### src/rtl/char_motion_fsm.sv
// Jump-game character engine: walks, charges and launches a sprite inside a walled arena.
// Every register advances only on physics ticks; sys_rst forces the spawn pose at any edge.
module char_motion_fsm #(
    parameter int PHY_WIDTH    = 10,
    parameter int MAP_X_OFFSET = 270,
    parameter int MAP_Y_OFFSET = 50,
    parameter int MAP_WIDTH_X  = 100,
    parameter int MAP_WIDTH_Y  = 100,
    parameter int WALL_WIDTH   = 10,
    parameter int CHAR_WIDTH_X = 32,
    parameter int CHAR_WIDTH_Y = 32,
    parameter int WALK_VEL     = 2,
    parameter int H_JUMP_VEL   = 2,
    parameter int GRAVITY      = 1,
    parameter int MAX_FALL_VEL = 12,
    parameter int MAX_CHARGE   = 31,
    parameter int SPAWN_X      = 304
) (
    input  logic                        sys_clk,
    input  logic                        sys_rst,
    input  logic                        phys_tick,
    input  logic                        left_btn,
    input  logic                        right_btn,
    input  logic                        jump_btn,
    output logic signed [PHY_WIDTH:0]   pos_x,
    output logic signed [PHY_WIDTH:0]   pos_y,
    output logic signed [PHY_WIDTH:0]   vel_x,
    output logic signed [PHY_WIDTH:0]   vel_y,
    output logic [7:0]                  jump_cnt,
    output logic [1:0]                  face,
    output logic [2:0]                  state,
    output logic                        on_ground
);
    localparam int W = PHY_WIDTH + 2;
    typedef logic signed [W-1:0] wide_t;
    typedef logic signed [PHY_WIDTH:0] phy_t;

    localparam wide_t XMIN  = wide_t'(MAP_X_OFFSET + WALL_WIDTH);
    localparam wide_t XMAX  = wide_t'(MAP_X_OFFSET + MAP_WIDTH_X - WALL_WIDTH - CHAR_WIDTH_X);
    localparam wide_t YMIN  = wide_t'(MAP_Y_OFFSET + WALL_WIDTH);
    localparam wide_t FLOOR = wide_t'(MAP_Y_OFFSET + MAP_WIDTH_Y - WALL_WIDTH - CHAR_WIDTH_Y);
    localparam wide_t WALK  = wide_t'(WALK_VEL);
    localparam wide_t HJUMP = wide_t'(H_JUMP_VEL);
    localparam wide_t GRAV  = wide_t'(GRAVITY);
    localparam wide_t VMAX  = wide_t'(MAX_FALL_VEL);
    localparam wide_t ZERO  = wide_t'(0);
    localparam logic [7:0] CMAX = 8'(MAX_CHARGE);
    localparam phy_t SPAWN_XP = phy_t'(SPAWN_X);

    typedef enum logic [2:0] {
        IDLE           = 3'd0,
        LEFT           = 3'd1,
        RIGHT          = 3'd2,
        CHARGE         = 3'd3,
        JUMP           = 3'd4,
        COLLISION      = 3'd5,
        FALL_TO_GROUND = 3'd6
    } state_e;

    state_e     state_q, state_d;
    phy_t       pos_x_q, pos_x_d, pos_y_q, pos_y_d;
    phy_t       vel_x_q, vel_x_d, vel_y_q, vel_y_d;
    logic [7:0] jump_cnt_q, jump_cnt_d;
    logic [1:0] face_q, face_d;
    logic       on_ground_q, on_ground_d;

    wide_t px, py, vx, vy, nx, ny, nvy;
    logic  hit_wall, hit_floor;

    function automatic wide_t clamp_x(input wide_t v);
        if (v < XMIN)      return XMIN;
        else if (v > XMAX) return XMAX;
        else               return v;
    endfunction

    function automatic phy_t narrow(input wide_t v);
        return v[PHY_WIDTH:0];
    endfunction

    always_comb begin
        px  = wide_t'(pos_x_q);
        py  = wide_t'(pos_y_q);
        vx  = wide_t'(vel_x_q);
        vy  = wide_t'(vel_y_q);
        nx  = px + vx;
        ny  = py + vy;
        nvy = (vy + GRAV > VMAX) ? VMAX : vy + GRAV;
        // Touching a wall counts as a hit so a sprite already flush against it still bounces.
        hit_wall  = (nx <= XMIN) || (nx >= XMAX);
        hit_floor = (ny >= FLOOR) && (vy > ZERO);

        state_d    = state_q;
        pos_x_d    = pos_x_q;
        pos_y_d    = pos_y_q;
        vel_x_d    = vel_x_q;
        vel_y_d    = vel_y_q;
        jump_cnt_d = jump_cnt_q;
        face_d     = face_q;

        case (state_q)
            IDLE, LEFT, RIGHT: begin
                if (jump_btn) begin
                    state_d    = CHARGE;
                    jump_cnt_d = 8'd1;
                    vel_x_d    = '0;
                end else if (left_btn && right_btn) begin
                    state_d = IDLE;
                    vel_x_d = '0;
                end else if (left_btn) begin
                    state_d = LEFT;
                    face_d  = 2'd1;
                    pos_x_d = narrow(clamp_x(px - WALK));
                    vel_x_d = narrow(-WALK);
                end else if (right_btn) begin
                    state_d = RIGHT;
                    face_d  = 2'd2;
                    pos_x_d = narrow(clamp_x(px + WALK));
                    vel_x_d = narrow(WALK);
                end else begin
                    state_d = IDLE;
                    vel_x_d = '0;
                end
            end
            CHARGE: begin
                if (left_btn && !right_btn)      face_d = 2'd1;
                else if (right_btn && !left_btn) face_d = 2'd2;
                if (jump_btn) begin
                    jump_cnt_d = (jump_cnt_q >= CMAX) ? CMAX : jump_cnt_q + 8'd1;
                end else begin
                    state_d = JUMP;
                    vel_y_d = narrow(-wide_t'(jump_cnt_q));
                    vel_x_d = (face_q == 2'd2) ? narrow(HJUMP) : narrow(-HJUMP);
                end
            end
            JUMP, COLLISION: begin
                if (hit_floor) begin
                    state_d = FALL_TO_GROUND;
                    pos_x_d = narrow(clamp_x(nx));
                    pos_y_d = narrow(FLOOR);
                    vel_x_d = '0;
                    vel_y_d = '0;
                end else begin
                    state_d = JUMP;
                    pos_x_d = narrow(nx);
                    pos_y_d = narrow(ny);
                    vel_y_d = narrow(nvy);
                    if (hit_wall) begin
                        state_d = COLLISION;
                        pos_x_d = narrow(clamp_x(nx));
                        vel_x_d = narrow(-vx);
                        face_d  = (face_q == 2'd1) ? 2'd2 : 2'd1;
                    end
                    if (ny < YMIN) begin
                        pos_y_d = narrow(YMIN);
                        vel_y_d = '0;
                    end
                end
            end
            FALL_TO_GROUND: begin
                state_d    = IDLE;
                vel_x_d    = '0;
                vel_y_d    = '0;
                jump_cnt_d = '0;
            end
            default: state_d = IDLE;
        endcase

        on_ground_d = !(state_d == JUMP || state_d == COLLISION);
    end

    always_ff @(posedge sys_clk) begin
        if (sys_rst) begin
            state_q     <= IDLE;
            pos_x_q     <= SPAWN_XP;
            pos_y_q     <= narrow(FLOOR);
            vel_x_q     <= '0;
            vel_y_q     <= '0;
            jump_cnt_q  <= '0;
            face_q      <= 2'd2;
            on_ground_q <= 1'b1;
        end else if (phys_tick) begin
            state_q     <= state_d;
            pos_x_q     <= pos_x_d;
            pos_y_q     <= pos_y_d;
            vel_x_q     <= vel_x_d;
            vel_y_q     <= vel_y_d;
            jump_cnt_q  <= jump_cnt_d;
            face_q      <= face_d;
            on_ground_q <= on_ground_d;
        end
    end

    assign pos_x     = pos_x_q;
    assign pos_y     = pos_y_q;
    assign vel_x     = vel_x_q;
    assign vel_y     = vel_y_q;
    assign jump_cnt  = jump_cnt_q;
    assign face      = face_q;
    assign state     = state_q;
    assign on_ground = on_ground_q;
endmodule

### config.mk
export PLATFORM = sky130hd
export DESIGN_NAME = char_motion_fsm
export DESIGN_NICKNAME = d
export VERILOG_FILES = /design/src/rtl/char_motion_fsm.sv
export SDC_FILE = /design/constraint.sdc
export NUM_CORES = 1
export LEC_CHECK = 0
export ABC_CLOCK_PERIOD_IN_PS = 3950
export BUFFER_PORTS_ARGS = -buffer_cell sky130_fd_sc_hd__buf_4
export CORE_MARGIN = 1.5
export CORE_UTILIZATION = 62
export CTS_BUF_LIST = sky130_fd_sc_hd__clkbuf_8
export DETAILED_ROUTE_END_ITERATION = 12
export HOLD_SLACK_MARGIN = 0.08
export PLACE_DENSITY = 0.85
export SYNTH_ARGS = -nofsm -noshare
export SYNTH_HDL_FRONTEND = slang
export SYNTH_SLANG_ARGS = --single-unit
### constraint.sdc
create_clock -name sys_clk -period 3.95 [get_ports sys_clk]
set_clock_uncertainty 0.2 [all_clocks]
set_input_delay 0.5925 -clock sys_clk [delete_from_list [all_inputs] [get_ports sys_clk]]
set_output_delay 0.5925 -clock sys_clk [all_outputs]
set_load 0.02 [all_outputs]
==> summary.txt, run 1 <==
Finished Layout Cells -> 937
WL per Instance -> 18.4 um
sequential cell area fraction in the yosys report -> 20.2%
DIE HEIGHT -> 99.4 um
GPL Wtd Cong -> 0.954
Fmax -> 258 MHz
crit path DAT -> 3910 ps
final hold violations -> 0
Min Hold Slack -> 305 ps
Main synth FF type -> dfxtp_1
Power Density -> 290 nW/um2
number of detailed-route iterations in the first pass -> 6
max-slew violation count -> 0
CP max FO -> 6
Synth Warn # -> 0
Slew HR -> 48.2%
Hold Crit Class -> register to register
nets -> 868
final worst setup slack -> 71.7 ps
vias in the first global route -> 5829
Syn Area/Cell -> 7.48 um2
Num CTS Buffers -> 9
number of diodes -> 0
Critical Path Source Type -> register
initial antenna violation count -> 0
layout cells sized above 1 -> 17.0%
Synth cell types -> 91
max_cap viols -> 0
Worst-path clk slew -> 70 ps
status -> complete, no violations
DRT iter0 DRCs -> 612
first-pass GRT wire length -> 28300 um
Crit. End Element -> register
vias per std cell -> 6.85
Syn Inst Count -> 769
clk sink count -> 58
min Tclk post-route -> 3880 ps
H-tree levels -> 3
DRC viols -> 0
vias -> 6416
WS Path Type -> register to register
Post-Route Utilization -> 74.9%
pin count of the biggest net entering global routing -> 37
Placed Instances -> 919
data required time of the critical path -> 3980 ps
# IOs -> 64
final period utilization -> 98.2%
Rows -> 34
critical-path cell list -> ha_1, inv_1, fa_1, and2b_1, o2111ai_2, a21o_1, a31oi_1, mux2i_1, and2_2, a21oi_1, o211ai_1, mux2_2
setup tns final -> 0 ps
die area -> 9870 um2
worst skew pair latency -> 350 ps
Detailed Route WL -> 17200 um
flops & latches, synth -> 58
Detail Route Antenna Nets -> 0
Starting Density -> 65.0%
Synth Cell Area -> 5760 um2
Max IR drop VDD -> 0.193 mV
crit-path max cell delay -> 420 ps
CTS root buf -> clkbuf_8
Core ar. -> 8850 um2
number of synthesized flops with an enable pin -> 0
Final setup viols -> 0
fillers -> 701
CTS Buffer Depth -> 2
Worst Tran Pin Value -> 776 ps
post-DP HPWL -> 12600 um
area delta synth->final -> 15.2%
CTS tree -> built
Synthesized Nets -> 813
Leak -> 2.67 nW
Crit-path slowest cell -> dfxtp_1
grt total ovfl -> 0
Post-synth ARST share -> 0%
chip width -> 99.4 um
gr usage total -> 34.4%
port bufs -> 63
Place WS -> 141 ps
## worst max-delay path: cells and delay by family, from the launching register on
kind,cells,cell delay (ps)
AO/OA/AOI/OAI,5,1160
multiplexers,2,750
adder cells (fa/ha/maj),2,620
AND/OR/NAND/NOR,2,560
flip-flops,1,420
buffers and inverters,1,60
## path summary, 6_finish.rpt
| path | start | to | slack [ps] | depth (start not counted) |
|---|---|---|---|---|
| setup / recovery | pos_x[0]$_SDFFE_PP0P_ | face[0]$_SDFFE_PP0P_ | 70 | 12 |
| hold / removal | pos_y[10]$_SDFFE_PP0P_ | pos_y[10]$_SDFFE_PP0P_ | 310 | 2 |
| setup reg to reg | pos_x[0]$_SDFFE_PP0P_ | face[0]$_SDFFE_PP0P_ | 70 | 12 |
| hold reg to reg | pos_y[10]$_SDFFE_PP0P_ | pos_y[10]$_SDFFE_PP0P_ | 310 | 2 |
## area by class of cell
type,count,area [um2],area share (%)
Multi-Input combinational cell,629,4280,64.6
Sequential cell,58,1160,17.5
Timing Repair Buffer,90,688,10.4
Clock buffer,11,151,2.28
Inverter,36,135,2.04
Tap cell,108,135,2.04
Clock inverter,5,77.6,1.17
## sequential cells by signal, summed over array words and instances, names as in the netlist
name,cells
state,3
vel_y,11
face,2
vel_x,11
pos_y,11
on_ground,1
pos_x,11
jump_cnt,8
## cells in the final DEF (no fill, tap or decap), types with 5 or more instances in the layout
cell type and n:
a211oi_1 16, a21o_1 10, a21oi_1 60, a221oi_1 5, a31oi_1 20, a32o_1 11, and3_1 7, and4_1 5
buf_4 89, clkbuf_8 11, dfxtp_1 58, ha_1 36, inv_1 36, mux2i_1 8, nand2_1 81, nand2b_1 15
nand3_1 21, nand4_1 9, nor2_1 46, nor2b_1 13, nor3_1 32, nor4_1 8, o211ai_1 9, o21a_1 7
o21ai_0 42, o21bai_1 5, o22ai_1 5, o31ai_1 6, or3_1 10, or4_1 5, xnor2_1 22, xor2_1 12
## synthesized netlist by cell type (10+ instances only)
cell type | instances | area, um2
buf_2 | 13 | 65.1
xor2_1 | 12 | 105
xnor2_1 | 22 | 193
a211oi_1 | 16 | 120
clkbuf_1 | 30 | 113
dfxtp_1 | 58 | 1160
a21oi_1 | 60 | 300
or3_1 | 10 | 62.6
nor2b_1 | 13 | 81.3
nand2b_1 | 15 | 93.8
o21ai_0 | 42 | 210
nor3_1 | 32 | 160
inv_1 | 35 | 131
a32o_1 | 11 | 110
nor2_1 | 47 | 176
a31oi_1 | 20 | 125
nand2_1 | 81 | 304
ha_1 | 36 | 450
a21o_1 | 10 | 75.1
nand3_1 | 21 | 105
## power by group
group | leakage, nW | total, W | switching [W] | internal, W
clock | 0.121 | 0.000635 | 0.000248 | 0.000387
sequential | 0.471 | 0.000640 | 0.0000326 | 0.000607
combinational | 2.08 | 0.000645 | 0.000391 | 0.000254
total | 2.67 | 0.00192 | 0.000671 | 0.00125
## what timing repair did
action	in CTS	in global routing
setup buffers	0	2
resized for setup	0	4
hold buffers	0	0
setup endpoints to repair	0	19
## cell families (layout without fill, tap and decap cells)
group           Yosys count  count (layout)  synth area share [%]
compound gates          257             257                  31.9
flops                    58              58                  20.2
buf+inv                  82             142                  5.72
simple gates            289             289                  26.5
fa+ha+maj                38              38                  8.52
mux                      11              11                  1.98
xor+xnor                 34              34                  5.17
## metrics by stage
stage / power, W / area, um2
6_report: 0.00192 / 6630
2_1_floorplan: 0.00111 / 5760
3_5_place_dp: 0.00126 / 6360
4_1_cts: 0.00189 / 6590
3_3_place_gp: 0.00124 / 6360
5_1_grt: 0.00199 / 6630
## metal layers
metal | track usage, % | routed length (um)
met5 | 0 | 0
met3 | 3.87 | 1540
met1 | 49.0 | 7350
met2 | 54.2 | 8000
met4 | 11.9 | 356
Power figures use the tool's default switching activity.
==> run 2, diff against run 1 <==
--- a/config.mk
+++ b/config.mk
@@ -6,13 +6,13 @@
 export NUM_CORES = 1
 export LEC_CHECK = 0
 export ABC_CLOCK_PERIOD_IN_PS = 3950
-export BUFFER_PORTS_ARGS = -buffer_cell sky130_fd_sc_hd__buf_4
 export CORE_MARGIN = 1.5
-export CORE_UTILIZATION = 62
+export CORE_UTILIZATION = 65
 export CTS_BUF_LIST = sky130_fd_sc_hd__clkbuf_8
 export DETAILED_ROUTE_END_ITERATION = 12
+export DONT_BUFFER_PORTS = 1
 export HOLD_SLACK_MARGIN = 0.08
-export PLACE_DENSITY = 0.85
+export PLACE_DENSITY = 0.82
 export SYNTH_ARGS = -nofsm -noshare
 export SYNTH_HDL_FRONTEND = slang
 export SYNTH_SLANG_ARGS = --single-unit
==> run 2 against run 1 <==
Against the previous run:
- worst setup slack better by 100 ps
- first-iteration DRC count down 38%
- register-to-register slack better by 100 ps
- clock power up 2%
- largest power group is now sequential cells
==> summary.txt, run 2 (synthesis gave the netlist of run 1 again) <==
status -> complete, no violations
Place WS -> 181 ps (+39.8 ps)
# IOs -> 64 (unchanged)
WS Path Type -> register to register
Rows -> 34 (unchanged)
RSZ-0062 raised after global routing -> no
Detailed Route WL -> 16900 um (-2.0%)
Post-Route Utilization -> 71.5% (-3.5 points)
first-pass GRT wire length -> 27900 um (-1.3%)
vias per std cell -> 6.99 (+2.0%)
Final setup viols -> 0 (unchanged)
commonest cells after routing, fill and taps aside -> nand2_1, a21oi_1, dfxtp_1, nor2_1, o21ai_0
DIE HEIGHT -> 97.1 um (-2.3%)
Hold Crit Class -> primary input to register
fillers -> 703 (+0.29%)
Multi-input gate area -> 4270 um2 (-0.20%)
post-DP HPWL -> 12200 um (-3.1%)
data required time of the critical path -> 3980 ps (about the same)
chip width -> 97.1 um (-2.3%)
Critical Path Source Type -> register
CTS Buffer Depth -> 2 (unchanged)
Leak -> 2.35 nW (-12%)
Num CTS Buffers -> 9 (unchanged)
setup tns final -> 0 ps (unchanged)
Buf/Inv on CP -> 0 (-1)
area delta synth->final -> 7.22%
commonest non-fill, non-tap cell in the layout -> nand2_1
met2 Resource Use GR -> 60.2% (+6.0 points)
critical-path cell list -> ha_1, fa_1, a211oi_2, nor2_1, and4_1, nor4_1, o211ai_1, o211a_2, nor3_2, a221oi_1, a211oi_1
DRT iter0 DRCs -> 377 (-38%)
grt total ovfl -> 0 (unchanged)
CTS root buf -> clkbuf_8
Core ar. -> 8640 um2 (-2.4%)
Detail Route Antenna Nets -> 0 (unchanged)
clk sink count -> 58 (unchanged)
die area -> 9430 um2 (-4.5%)
GR Util met3 -> 6.98% (+3.1 points)
vias -> 6141 (-4.3%)
nets -> 810 (-6.7%)
gr usage total -> 35.5% (+1.1 points)
Worst-path clk slew -> 80 ps (about the same)
pin count of the biggest net entering global routing -> 37 (unchanged)
final period utilization -> 95.6% (-2.6 points)
number of detailed-route iterations in the first pass -> 7 (+1)
CP max FO -> 11 (+5)
M1 GR Usage -> 43.2% (-5.8 points)
initial antenna violation count -> 0 (unchanged)
port bufs -> 0 (-100%)
vias in the first global route -> 5815 (-0.24%)
Hold Buf Count CTS -> 0 (unchanged)
crit-path leading delay family -> compound AO/OA/AOI/OAI gates
CTS tree -> built
Critical Path Source -> pos_y[0]$_SDFFE_PP0P_
worst r2r src -> pos_y[0]$_SDFFE_PP0P_
final worst setup slack -> 174 ps (+102 ps)
crit-path max cell delay -> 450 ps (+30 ps)
max_cap viols -> 0 (unchanged)
worst skew pair latency -> 350 ps (about the same)
hold_sp -> sys_rst
post-route cell area -> 6170 um2 (-6.9%)
min Tclk post-route -> 3780 ps (-102 ps)
Starting Density -> 66.6% (+1.6 points)
max-slew violation count -> 0 (unchanged)
final hold violations -> 0 (unchanged)
Min Hold Slack -> 111 ps (-194 ps)
H-tree levels -> 3 (unchanged)
layout cells sized above 1 -> 10.9% (-6.1 points)
gr busiest metal -> met2
Fmax -> 265 MHz (+2.7%)
GPL Wtd Cong -> 0.945 (-1.0%)
DRC viols -> 0 (unchanged)
Sequential Area -> 1160 um2 (unchanged)
crit path DAT -> 3810 ps (-100 ps)
Crit-path slowest cell -> nor3_2
DP Area -> 5940 um2 (-6.6%)
Worst Tran Pin Value -> 947 ps (+172 ps)
Max IR drop VDD -> 0.203 mV (+5.1%)
Crit. End Element -> register
Power Density -> 305 nW/um2 (+5.2%)
WL per Instance -> 19.2 um (+4.5%)
number of diodes -> 0 (unchanged)
Slew HR -> 36.4% (-12 points)
==> run 2: final cells by class <==
cell class | count | share of cell area (%)
clock buffers | 10 | 2.23
multi-input cells | 629 | 69.2
well taps | 108 | 2.19
inverters | 36 | 2.19
clock inverters | 6 | 1.46
flip-flops and latches | 58 | 18.8
repair buffers | 32 | 3.89
==> run 2: worst paths after layout <==
kind | endpoint | slack [ps] | depth (start not counted)
min reg2reg | pos_x[2]$_SDFFE_PP0P_ | 360 | 2
max | vel_y[0]$_SDFFE_PP0P_ | 170 | 11
max reg2reg | vel_y[0]$_SDFFE_PP0P_ | 170 | 11
min | pos_y[4]$_SDFFE_PP0P_ | 110 | 1
==> run 2: where the power goes <==
part / total [W] / internal (W) / leakage, nW / switching [W]
sequential: 0.000652 / 0.000607 / 0.471 / 0.0000455
clock: 0.000649 / 0.000373 / 0.112 / 0.000275
combinational: 0.000580 / 0.000223 / 1.77 / 0.000357
total: 0.00188 / 0.00120 / 2.35 / 0.000678
==> run 2: layer usage <==
layer / up-vias / routed length, um
met4: 0 / 652
li1: 2876 / -
met3: 53 / 1420
met2: 338 / 8140
met1: 2874 / 6700
met5: - / 0
==> run 2: timing repair <==
| item | 4_1_cts | 5_1_grt |
|---|---|---|
| resized for setup | 0 | 3 |
| endpoints found under the setup margin | 0 | 12 |
| buffers inserted | 0 | 0 |
==> run 2: through the flow <==
stage | instances | power [W]
2_1_floorplan | 769 | 0.00111
3_3_place_gp | 863 | 0.00121
3_5_place_dp | 863 | 0.00122
4_1_cts | 879 | 0.00187
5_1_grt | 879 | 0.00196
6_report | 879 | 0.00188
==> run 3, diff against run 2 <==
--- a/config.mk
+++ b/config.mk
@@ -7,12 +7,12 @@
 export LEC_CHECK = 0
 export ABC_CLOCK_PERIOD_IN_PS = 3950
 export CORE_MARGIN = 1.5
-export CORE_UTILIZATION = 65
+export CORE_UTILIZATION = 40
 export CTS_BUF_LIST = sky130_fd_sc_hd__clkbuf_8
 export DETAILED_ROUTE_END_ITERATION = 12
 export DONT_BUFFER_PORTS = 1
 export HOLD_SLACK_MARGIN = 0.08
-export PLACE_DENSITY = 0.82
+export PLACE_DENSITY = 0.55
 export SYNTH_ARGS = -nofsm -noshare
 export SYNTH_HDL_FRONTEND = slang
 export SYNTH_SLANG_ARGS = --single-unit
==> run 3 against run 2 <==
Against the previous run:
- global-route usage shrank 11 points
- critical path depth is the same
- design area grew 2.6%
- non-clock buffer count grew 10
- first-iteration DRC count grew 27%
- core utilization shrank 26 points
- critical path type unchanged
- largest cell class unchanged
==> summary.txt, run 3 (synthesis gave the netlist of run 1 again) <==
Detailed Route WL -> 18600 um (+10%)
Critical Path Source Type -> register
gr usage total -> 25.0% (-11 points)
pin count of the biggest net entering global routing -> 34 (-8.1%)
Place WS -> 178 ps (-2.71 ps)
DRT iter0 DRCs -> 479 (+27%)
post-DP HPWL -> 13800 um (+14%)
data required time of the critical path -> 4050 ps (+70 ps)
Worst-path clk slew -> 70 ps (about the same)
number of diodes -> 0 (unchanged)
final hold violations -> 0 (unchanged)
worst skew pair latency -> 370 ps (+20 ps)
initial antenna violation count -> 0 (unchanged)
number of detailed-route iterations in the first pass -> 5 (-2)
vias -> 5998 (-2.3%)
GPL Wtd Cong -> 0.927 (-1.9%)
Rows -> 43 (+26%)
max_cap viols -> 0 (unchanged)
WS Path Type -> register to register
Starting Density -> 41.1% (-26 points)
clk sink count -> 58 (unchanged)
crit path DAT -> 3810 ps (about the same)
Leak -> 2.39 nW (+1.8%)
min Tclk post-route -> 3700 ps (-72.3 ps)
Num CTS Buffers -> 9 (unchanged)
Core ar. -> 14000 um2 (+62%)
crit-path max cell delay -> 430 ps (-20 ps)
grt total ovfl -> 0 (unchanged)
DP Area -> 6090 um2 (+2.5%)
max-slew violation count -> 0 (unchanged)
post-route cell area -> 6330 um2 (+2.6%)
setup tns final -> 0 ps (unchanged)
Fmax -> 270 MHz (+2.0%)
WL per Instance -> 19.4 um (+0.63%)
status -> complete, no violations
vias in the first global route -> 5743 (-1.2%)
CTS Buffer Depth -> 2 (unchanged)
area delta synth->final -> 9.96%
nets -> 820 (+1.2%)
# IOs -> 64 (unchanged)
Max IR drop VDD -> 0.240 mV (+18%)
reg-to-reg setup timing slack -> 250 ps (+70 ps)
DRC viols -> 0 (unchanged)
CTS tree -> built
critical-path cell list -> ha_1, fa_1, a211oi_2, nor2_1, and4_1, o31a_1, o211ai_1, o211a_2, and4b_4, nor3b_4, a32o_1
Crit. End Element -> register
CTS root buf -> clkbuf_8
Detail Route Antenna Nets -> 0 (unchanged)
DIE HEIGHT -> 123 um (+27%)
Post-Route Utilization -> 45.2% (-26 points)
Slew HR -> 42.7% (+6.3 points)
vias per std cell -> 6.24 (-11%)
Hold Crit Class -> primary input to register
Power Density -> 294 nW/um2 (-3.6%)
commonest cells after routing, fill and taps aside -> nand2_1, a21oi_1, dfxtp_1, nor2_1, o21ai_0
Tot Pwr -> 0.00186 W (-1.1%)
Worst Tran Pin Value -> 850 ps (-97.5 ps)
final worst setup slack -> 246 ps (+72.3 ps)
RSZ-0062 raised after global routing -> no
final period utilization -> 93.8% (-1.8 points)
crit-path leading delay family -> compound AO/OA/AOI/OAI gates
Final setup viols -> 0 (unchanged)
Setup Fix Bufs, Post-CTS -> 0 (unchanged)
Crit-path slowest cell -> fa_1
Buf/Inv on CP -> 0 (unchanged)
H-tree levels -> 3 (unchanged)
layout cells sized above 1 -> 11.7% (+0.76 points)
chip width -> 123 um (+27%)
first-pass GRT wire length -> 29700 um (+6.5%)
CP max FO -> 11 (unchanged)
die area -> 15100 um2 (+60%)
commonest non-fill, non-tap cell in the layout -> nand2_1
port bufs -> 0 (unchanged)
## run 3: changes by cell type in the layout (fill, tap and decap cells not counted), sizes merged
cell,change
buf,+8
dlygate4sd3,+2
clkbuf,-1
clkinvlp,+1
## run 3: what timing repair did
action,in CTS,in global routing
hold buffers,1,1
endpoints found under the setup margin,0,5
endpoints found under the hold margin,4,1
gates resized for setup,0,2
## run 3: stage by stage
step | std cells | hold slack [ps]
after floorplan | 769 | 346
after global placement | 943 | 343
after detailed placement | 943 | 354
after CTS | 960 | 82.1
after global routing | 961 | 88.3
final | 961 | 114
## run 3: worst paths after layout
check / start / to / cells past startpoint
min: sys_rst / vel_y[6]$_SDFFE_PP0P_ / 1
max reg2reg: pos_y[0]$_SDFFE_PP0P_ / vel_x[9]$_SDFFE_PP0P_ / 11
max: pos_y[0]$_SDFFE_PP0P_ / vel_x[9]$_SDFFE_PP0P_ / 11
min reg2reg: pos_x[1]$_SDFFE_PP0P_ / pos_x[1]$_SDFFE_PP0P_ / 2
## run 3: worst register-to-register path: cells and delay by family, from the launching register on
family          cells  cell delay [ps]
compound gates      5             1450
flops               1              320
fa+ha+maj           2              660
simple gates        4             1010
## run 3: routing by layer
layer	GRT usage (%)	vias to the layer above	part of all wire [%]
met2	43.3	203	49
met3	6.23	20	5.9
met1	30.7	2875	44
li1	-	2900	-
met4	6.83	0	1.3
met5	0	-	0
## run 3: power breakdown
group          internal, W  total [W]  leakage (nW)  switching [W]
Sequential        0.000607   0.000654         0.471      0.0000472
Combinational     0.000227   0.000581          1.82       0.000354
Clock             0.000353   0.000625         0.105       0.000271
## run 3: layout make-up
class | count | area (um2)
Inverter | 36 | 135
Fill cell | 1443 | 7660
Clock buffer | 9 | 124
Tap cell | 180 | 225
Multi-Input combinational cell | 629 | 4270
Sequential cell | 58 | 1160
Clock inverter | 7 | 93.8
Timing Repair Buffer | 42 | 320
